===== config.mk =====
export PLATFORM = sky130hd
export DESIGN_NAME = ahb_lite_cmd_master
export DESIGN_NICKNAME = d
export VERILOG_FILES = /design/src/rtl/ahb_pkg.sv /design/src/rtl/ahb_lite_cmd_master.sv
export SDC_FILE = /design/constraint.sdc
export NUM_CORES = 1
export LEC_CHECK = 0
export ABC_CLOCK_PERIOD_IN_PS = 2500
export CAP_MARGIN = 20
export CORE_UTILIZATION = 40
export CTS_CLUSTER_SIZE = 20
export DETAILED_ROUTE_END_ITERATION = 8
export HOLD_SLACK_MARGIN = 0.15
export PLACE_DENSITY_LB_ADDON = 0.1
export SYNTH_ARGS = -nofsm -noshare
export SYNTH_HDL_FRONTEND = slang
export SYNTH_SLANG_ARGS = --single-unit

===== constraint.sdc =====
create_clock -name HCLK -period 2.5 [get_ports HCLK]
set_input_delay 0.25 -clock HCLK [delete_from_list [all_inputs] [get_ports HCLK]]
set_output_delay 0.25 -clock HCLK [all_outputs]
set_load 0.02 [all_outputs]

===== src/rtl/ahb_pkg.sv =====
// Shared AHB-Lite encodings and the command-master state type.
package ahb_pkg;

  localparam logic [1:0] HTRANS_IDLE   = 2'b00;
  localparam logic [1:0] HTRANS_BUSY   = 2'b01;
  localparam logic [1:0] HTRANS_NONSEQ = 2'b10;
  localparam logic [1:0] HTRANS_SEQ    = 2'b11;

  localparam logic HRESP_OKAY  = 1'b0;
  localparam logic HRESP_ERROR = 1'b1;

  typedef enum logic [2:0] {
    ST_IDLE,
    ST_ADDR,
    ST_DATA,
    ST_RDWAIT,
    ST_RESP
  } mst_state_e;

endpackage


===== src/rtl/ahb_lite_cmd_master.sv =====
// Single-outstanding AHB-Lite master: one valid/ready command becomes one
// NONSEQ transfer. Read data and error status come back on a one-cycle
// response pulse. A data phase stuck on HREADY=0 is aborted after TIMEOUT cycles.
module ahb_lite_cmd_master
  import ahb_pkg::*;
#(
  parameter int ADDR_W  = 30,
  parameter int DATA_W  = 32,
  parameter int RD_LAT  = 1,
  parameter int TIMEOUT = 16
) (
  input  logic              HCLK,
  input  logic              HRESETn,
  input  logic              cmd_valid,
  output logic              cmd_ready,
  input  logic              cmd_write,
  input  logic [ADDR_W-1:0] cmd_addr,
  input  logic [DATA_W-1:0] cmd_wdata,
  output logic              rsp_valid,
  output logic [DATA_W-1:0] rsp_rdata,
  output logic              rsp_err,
  output logic              HSEL,
  output logic [ADDR_W-1:0] HADDR,
  output logic              HWRITE,
  output logic [1:0]        HTRANS,
  output logic [DATA_W-1:0] HWDATA,
  output logic              WORK,
  input  logic [DATA_W-1:0] HRDATA,
  input  logic              HREADY,
  input  logic              HRESP
);

  // One counter serves both the HREADY-low wait and the read latency;
  // it only has to reach TIMEOUT, and RD_LAT (<=3) always fits as TIMEOUT>=2.
  localparam int CNT_W = $clog2(TIMEOUT + 1);
  localparam logic [CNT_W-1:0] TO_MAX  = CNT_W'(TIMEOUT);
  localparam logic [CNT_W-1:0] TO_LAST = CNT_W'(TIMEOUT - 1);
  localparam logic [CNT_W-1:0] RL      = CNT_W'(RD_LAT);

  mst_state_e        state;
  logic [CNT_W-1:0]  cnt;
  logic [DATA_W-1:0] wdata_q;

  // Command FSM; every bus and response output is a register written here.
  always_ff @(posedge HCLK) begin
    if (!HRESETn) begin
      state     <= ST_IDLE;
      cnt       <= '0;
      wdata_q   <= '0;
      cmd_ready <= 1'b1;
      rsp_valid <= 1'b0;
      rsp_rdata <= '0;
      rsp_err   <= 1'b0;
      HSEL      <= 1'b0;
      HADDR     <= '0;
      HWRITE    <= 1'b0;
      HTRANS    <= HTRANS_IDLE;
      HWDATA    <= '0;
      WORK      <= 1'b0;
    end else begin
      case (state)
        ST_IDLE: begin
          rsp_valid <= 1'b0;
          if (cmd_valid && cmd_ready) begin
            // Capture the command so the requester may change it right away.
            HADDR     <= cmd_addr;
            HWRITE    <= cmd_write;
            wdata_q   <= cmd_wdata;
            HSEL      <= 1'b1;
            HTRANS    <= HTRANS_NONSEQ;
            cmd_ready <= 1'b0;
            state     <= ST_ADDR;
          end
        end
        ST_ADDR: begin
          HTRANS <= HTRANS_IDLE;
          WORK   <= 1'b1;
          HWDATA <= HWRITE ? wdata_q : '0;
          cnt    <= '0;
          state  <= ST_DATA;
        end
        ST_DATA: begin
          if (HREADY) begin
            HSEL   <= 1'b0;
            WORK   <= 1'b0;
            HWDATA <= '0;
            if (HRESP == HRESP_ERROR) begin
              rsp_valid <= 1'b1;
              rsp_err   <= 1'b1;
              rsp_rdata <= '0;
              state     <= ST_RESP;
            end else if (HWRITE) begin
              rsp_valid <= 1'b1;
              rsp_err   <= 1'b0;
              rsp_rdata <= '0;
              state     <= ST_RESP;
            end else if (RD_LAT == 0) begin
              rsp_valid <= 1'b1;
              rsp_err   <= 1'b0;
              rsp_rdata <= HRDATA;
              state     <= ST_RESP;
            end else begin
              cnt   <= CNT_W'(1);
              state <= ST_RDWAIT;
            end
          end else if (cnt >= TO_LAST) begin
            // TIMEOUT consecutive low cycles including this one: abort.
            HSEL      <= 1'b0;
            WORK      <= 1'b0;
            HWDATA    <= '0;
            rsp_valid <= 1'b1;
            rsp_err   <= 1'b1;
            rsp_rdata <= '0;
            state     <= ST_RESP;
          end else begin
            cnt <= (cnt == TO_MAX) ? cnt : cnt + CNT_W'(1);
          end
        end
        ST_RDWAIT: begin
          if (cnt >= RL) begin
            rsp_valid <= 1'b1;
            rsp_err   <= 1'b0;
            rsp_rdata <= HRDATA;
            state     <= ST_RESP;
          end else begin
            cnt <= cnt + CNT_W'(1);
          end
        end
        ST_RESP: begin
          rsp_valid <= 1'b0;
          cmd_ready <= 1'b1;
          state     <= ST_IDLE;
        end
        default: state <= ST_IDLE;
      endcase
    end
  end

endmodule


==> impl_metrics.csv, run 1 <==
group,metric,value,unit
critical_path,rrSetupSlack,0.29,ns
sta,setup_violations,0,
global_route,antenna_found_initial,0,
clocking,clk_pin_slew,0.06,ns
global_route,grt.total_usage,0.221,
clocking,clockRootBuffer,"clkbuf_16",
global_route,grt_max_degree,47,
critical_path,required,2.84,ns
critical_path,path_class,"reg2reg",
logic_synthesis,synth_warnings,0,
clocking,h-tree-depth,4,
critical_path,cp.depth,8,
clocking,post_cts_resized,0,
power,leakage,2.90,nW
critical_path,r2r_end,"cnt[4]",
route,wl_met1,5930,microns
logic_synthesis,synth_cell_types,43,
logic_synthesis,synth_cells,556,
global_route,grt_pass1_vias,4526,
power,power_density,755,nW/um^2
route,vias,4595,
die,die_h,115,microns
sta,final.setup_skew,0.00406,ns
global_route,globalRoute.totalOverflow,0,
clocking,cts.sinks,141,
critical_path,cp-endpoint,"cnt[4]",
critical_path,reg2reg_from,"cnt[0]",
place,gp_congestion,0.860,
critical_path,cp_slowest_cell,"dfxtp_1",
sta,finalCriticalPeriod,2.21,ns
run,maxCapViolCount,0,
sta,max_freq,0.453,GHz
clocking,clock_latency,0.41,ns
critical_path,end_kind,"flip-flop",
cells_and_area,drive_gt1_frac,0.0779,
die,rows,40,
route,wl_met3,1310,microns
critical_path,crit_path_start,"cnt[0]",
place,port_buffers,200,
logic_synthesis,ys_seq_area_frac,0.555,
cells_and_area,nets,848,
sta,final-hold-violation-count,0,
critical_path,critPathTopFamily,"simple AND/OR/NAND/NOR gates",
critical_path,slowest_delay,0.37,ns
route,drt_first_iter_violations,261,
logic_synthesis,synth_area_per_cell,9.15,sq um
critical_path,worstPathCellList,"ha_1 > and3_1 > ha_1 > nor4_1 > nand2b_2 > a21oi_2 > or2_1 > mux2i_1",
clocking,hold_buffers,0,
logic_synthesis,synth_top_area_cell,"dfxtp_1",
logic_synthesis,synth.top_cell.area_share,0.555,
place,place_area,7160,sq um
route,wire_per_inst,15.0,microns
clocking,cts_made_buffers,17,
sta,slew_viol_final,0,
die,start_util,0.416,
route,top_layer_used,"met4",
logic_synthesis,ys_ff_latch,141,
critical_path,arrival,2.55,ns
die,fp.dieW,115,microns
clocking,cts_tree,"yes",
die,core,12200,sq um
global_route,grt_first_pass_wirelength,22400,microns
sta,slew_headroom,0.654,
route,ant_nets,0,
route,via_per_inst,4.97,
logic_synthesis,synth_fp_nets,660,
cells_and_area,areaGrowthSynthToFinish,54.4,%
logic_synthesis,synthTopCellsByArea,"dfxtp_1 55%, nand2_1 10%, a21oi_1 7.1%",
sta,worst_pin_slew,0.518,ns
die,die_area,13200,sq um
sta,tns,0,ns
critical_path,critPathMaxFanout,7,
critical_path,crit_buf_inv,0,
outcome,outcome,"finished, final reports clean",
route,dr.pass1.iters,4,
die,ioPinCount,202,
route,routed_wl,13900,microns
cells_and_area,antennaDiodeCount,0,
clocking,clock_path_buffers,2,
sta,rsz0062_at_grt,"false",
critical_path,cp_common_cell,"ha_1",
sta,post-route-period-util,0.882,
logic_synthesis,synth_area,5090,sq um
route,drc_errors,0,
clocking,postCtsSetupBuffers,0,
power,ir_drop,0.465,mV
critical_path,startpoint_type,"flip-flop",
critical_path,r2r_cells,8,
route,wl_met2,6300,microns
place,dpl.hpwl,9500,microns
worst_hold_path,worstHoldPathType,"in2reg",
cells_and_area,final_cell_area,7850,sq um
cells_and_area,nFillCells,1037,
-- worst min-delay path: stages --
cell and delay (ns):
clkdlybuf4s50_1 0.40, nand2_1 0.05, a21oi_1 0.05
-- flip-flops by register name, indices dropped and copies added (netlist names) --
register	flops
rsp_err	1
rsp_rdata	32
WORK	1
cnt	5
state	3
HWRITE	1
HWDATA	32
HTRANS	1
HSEL	1
cmd_ready	1
HADDR	30
rsp_valid	1
wdata_q	32
-- power breakdown --
part	switching (mW)	internal (mW)
Sequential	0.0527	2.33
Clock	0.955	1.97
Combinational	0.312	0.307
Total	1.32	4.61
-- metal layers --
metal / GRT usage / vias up
li1: - / 2275
met1: 0.259 / 2123
met2: 0.348 / 170
met3: 0.0975 / 27
met4: 0.102 / 0
met5: 0 / -
-- cell usage in the layout (no fill, tap or decap), types with 3 or more instances in the layout --
cell             netlist  layout
a21oi_1               72      72
bufinv_16              0       7
buf_4                  3      10
clkinvlp_4             0       3
o21ai_0                3       3
dfxtp_1              141     141
ha_1                   4       4
nand2_1              141     141
a22oi_1               32      32
clkbuf_16              0      17
nor3_1                 3       3
clkinv_4               0       3
a22o_1                31      31
and3_1                 3       3
clkinv_2               0       3
nand2b_1               5       5
clkdlybuf4s50_1        0     200
nor2_1                41      39
inv_1                  4       4
-- cell families (layout without fill, tap and decap cells) --
logic type / count (synthesis) / count (layout) / synth area share
simple gates: 209 / 209 / 0.175
compound gates: 151 / 151 / 0.200
flops: 141 / 141 / 0.555
buf+inv: 48 / 249 / 0.0551
fa+ha+maj: 4 / 4 / 0.00984
mux: 2 / 2 / 0.00394
other cells: 1 / 1 / 0.000737
-- worst min-delay path by stage --
stage | slack [ns] | startpoint | endpoint | cells after the start
finish | 0.38 | cmd_addr[29] | HADDR[29] | 3
global route | 0.37 | cmd_wdata[2] | wdata_q[2] | 3
CTS | 0.36 | cmd_addr[20] | HADDR[20] | 3
detailed placement | 0.45 | wdata_q[2] | wdata_q[2] | 2
global placement | 0.44 | HADDR[12] | HADDR[12] | 2
floorplan | 0.39 | cmd_wdata[0] | wdata_q[0] | 2
-- synthesized netlist by cell type, drive strengths merged --
| library cell | n |
|---|---|
| ha | 4 |
| and4 | 1 |
| a22o | 31 |
| clkbuf | 14 |
| clkinv | 1 |
| or4 | 2 |
| a31oi | 1 |
| a221o | 1 |
| o211a | 1 |
| o21ai | 3 |
| o41ai | 1 |
| nor4 | 2 |
| mux2i | 2 |
| a211oi | 2 |
| inv | 4 |
| a31o | 1 |
| nor3 | 3 |
| o31ai | 1 |
| dfxtp | 141 |
| nor2 | 41 |
| o2111ai | 1 |
| nand2b | 7 |
| or3 | 1 |
| nor2b | 2 |
| a21oi | 74 |
| and3 | 3 |
| nand3b | 2 |
| a22oi | 32 |
| a41oi | 1 |
| nor4b | 2 |
| o311ai | 1 |
| buf | 29 |
| conb | 1 |
| nand2 | 142 |
| or2 | 1 |
-- cell type report --
class	count	area (sq um)	area share
clock inverter	15	269	0.0343
inverter	5	20.0	0.00255
sequential	141	2820	0.359
clock buffer	17	425	0.0542
timing repair buffer	212	2120	0.270
multi-input combinational	367	1990	0.253
tap	168	210	0.0268
-- metrics by stage --
step	std cells	power (mW)	util	worst slack [ns]	hold slack, ns
6_report	925	5.93	0.643	0.294	0.383
5_1_grt	925	6.18	0.643	0.125	0.367
4_1_cts	925	5.99	0.643	0.306	0.363
2_1_floorplan	556	2.74	-	0.554	0.386
3_5_place_dp	893	3.06	0.586	0.297	0.447
3_3_place_gp	893	3.04	0.586	0.373	0.441
No activity file was read; power rests on OpenSTA's default activity.
==> inputs of run 2 (changes only) <==
Settings changed: CORE_MARGIN set to 10, MAX_ROUTING_LAYER set to met4.
==> impl_metrics.csv, run 2 (synthesis results as in run 1) <==
group,metric,value,unit
outcome,outcome,"finished, final reports clean",
sta,worst_pin_slew,0.542,ns
die,die_area,17600,sq um
cells_and_area,final_common_cell,"clkdlybuf4s50_1",
critical_path,required,2.84,ns
route,drc_errors,0,
global_route,grt_max_degree,65,
clocking,hold_buffers,0,
route,wire_per_inst,17.2,microns
route,drt_first_iter_violations,229,
sta,rsz0062_at_grt,"false",
route,vias,4616,
power,power_density,716,nW/um^2
sta,setup_violations,0,
cells_and_area,antennaDiodeCount,0,
sta,slew_headroom,0.638,
cells_and_area,final_cells,928,
power,switching_power,1.34,mW
cells_and_area,areaGrowthSynthToFinish,53.5,%
clocking,clock_latency,0.42,ns
cells_and_area,nets,847,
power,power_frac_clock,0.460,
critical_path,cp_slowest_cell,"dfxtp_1",
die,core,12500,sq um
place,dp.cells,896,
power,leakage,2.88,nW
sta,final-hold-violation-count,0,
clocking,h-tree-depth,4,
place,place_ws,0.190,ns
critical_path,arrival,2.57,ns
critical_path,startpoint_type,"flip-flop",
cells_and_area,final_cell_mix,"200 x clkdlybuf4s50_1, 141 x dfxtp_1, 141 x nand2_1",
clocking,clk_pin_slew,0.06,ns
sta,post-route-period-util,0.891,
sta,max_freq,0.449,GHz
power,pwr-share-comb,0.113,
die,ioPinCount,202,
route,dr.pass1.iters,7,
sta,layout_setup_ws,0.273,ns
place,gp_congestion,0.866,
global_route,grt_pass1_vias,4717,
die,fp.dieW,133,microns
global_route,antenna_found_initial,0,
critical_path,cp_common_cell,"ha_1",
power,p_int,4.25,mW
global_route,grt_first_pass_wirelength,25200,microns
cells_and_area,top_regs,"HWDATA x32, rsp_rdata x32, wdata_q x32",
clocking,clockRootBuffer,"clkbuf_16",
sta,finalCriticalPeriod,2.23,ns
die,rows,41,
route,via_per_inst,4.97,
clocking,clock_path_buffers,2,
clocking,postCtsSetupBuffers,0,
place,dpl.hpwl,11400,microns
cells_and_area,drive_gt1_frac,0.0767,
worst_hold_path,worstHoldPathType,"in2reg",
critical_path,path_class,"reg2reg",
critical_path,critPathMaxFanout,7,
cells_and_area,finish.utilization,0.624,
critical_path,end_kind,"flip-flop",
die,start_util,0.406,
place,port_buffers,200,
sta,slew_viol_final,0,
power,ir_drop,0.375,mV
clocking,cts.sinks,141,
die,die_h,133,microns
critical_path,worstPathCellList,"ha_1 > and3_1 > ha_1 > nor4_2 > nand2b_2 > a21oi_2 > or2_1 > mux2i_1",
critical_path,slowest_delay,0.37,ns
route,ant_nets,0,
sta,tns,0,ns
worst_hold_path,whs_path_depth,3,
critical_path,r2r_cells,8,
route,routed_wl,16000,microns
clocking,cts_made_buffers,17,
clocking,cts_tree,"yes",
power,p_sw_frac,0.240,
global_route,grt.total_usage,0.183,
run,maxCapViolCount,0,
sta,final.setup_skew,0.00864,ns
power,pwr-share-seq,0.427,
global_route,globalRoute.totalOverflow,0,
[run 2: worst paths after layout]
path / endpoint / slack [ns] / from
worst min register to register: HADDR[5] / 0.45 / HADDR[5]
worst max register to register: cnt[1] / 0.27 / cnt[0]
worst max-delay path: cnt[1] / 0.27 / cnt[0]
worst min-delay path: HADDR[26] / 0.38 / cmd_addr[26]
[run 2: what timing repair did]
action	in CTS	in global routing
gates resized for setup	0	1
setup endpoints to repair	0	2
endpoints found under the hold margin	0	0
[run 2: power by group through the flow]
stage               sequential (mW)  clock (mW)  combinational, mW
global route                   2.40        2.72              0.689
detailed placement             2.44           0              0.635
finish                         2.39        2.57              0.631
floorplan                      2.48           0              0.262
CTS                            2.39        2.62              0.638
global placement               2.43           0              0.629
[run 2: layout make-up]
cell class,instances,area [sq um]
timing repair buffer,211,2150
inverter,5,20.0
multi-input combinational,367,2000
tap,172,215
clock inverter,13,163
sequential,141,2820
fill,1081,4710
clock buffer,19,443
[run 2: stage by stage]
| stage | power [mW] | hold slack (ns) | area (sq um) |
|---|---|---|---|
| CTS | 5.64 | 0.359 | 7800 |
| finish | 5.59 | 0.378 | 7810 |
| floorplan | 2.74 | 0.386 | 5090 |
| global placement | 3.06 | 0.441 | 7190 |
| global route | 5.80 | 0.368 | 7810 |
| detailed placement | 3.07 | 0.446 | 7190 |
[run 2: routing by layer]
metal,GRT usage,share of wire
met4,0.0727,0.020
met3,0.0855,0.094
met2,0.273,0.45
met1,0.210,0.44
met5,-,0
[run 2: critical path, delay by kind of cell (launching register included)]
kind,cells,cell delay [ns]
and+or+nand+nor,4,0.86
adders and majority gates,2,0.47
DFF,1,0.37
AOI/OAI and AO/OA,1,0.25
muxes,1,0.21
==> inputs of run 3 (changes only) <==
Settings changed: CTS_CLUSTER_SIZE 20 to unset.
==> results of run 3 <==
Same layout as run 2: the final DEF is identical, and so are final timing and power.
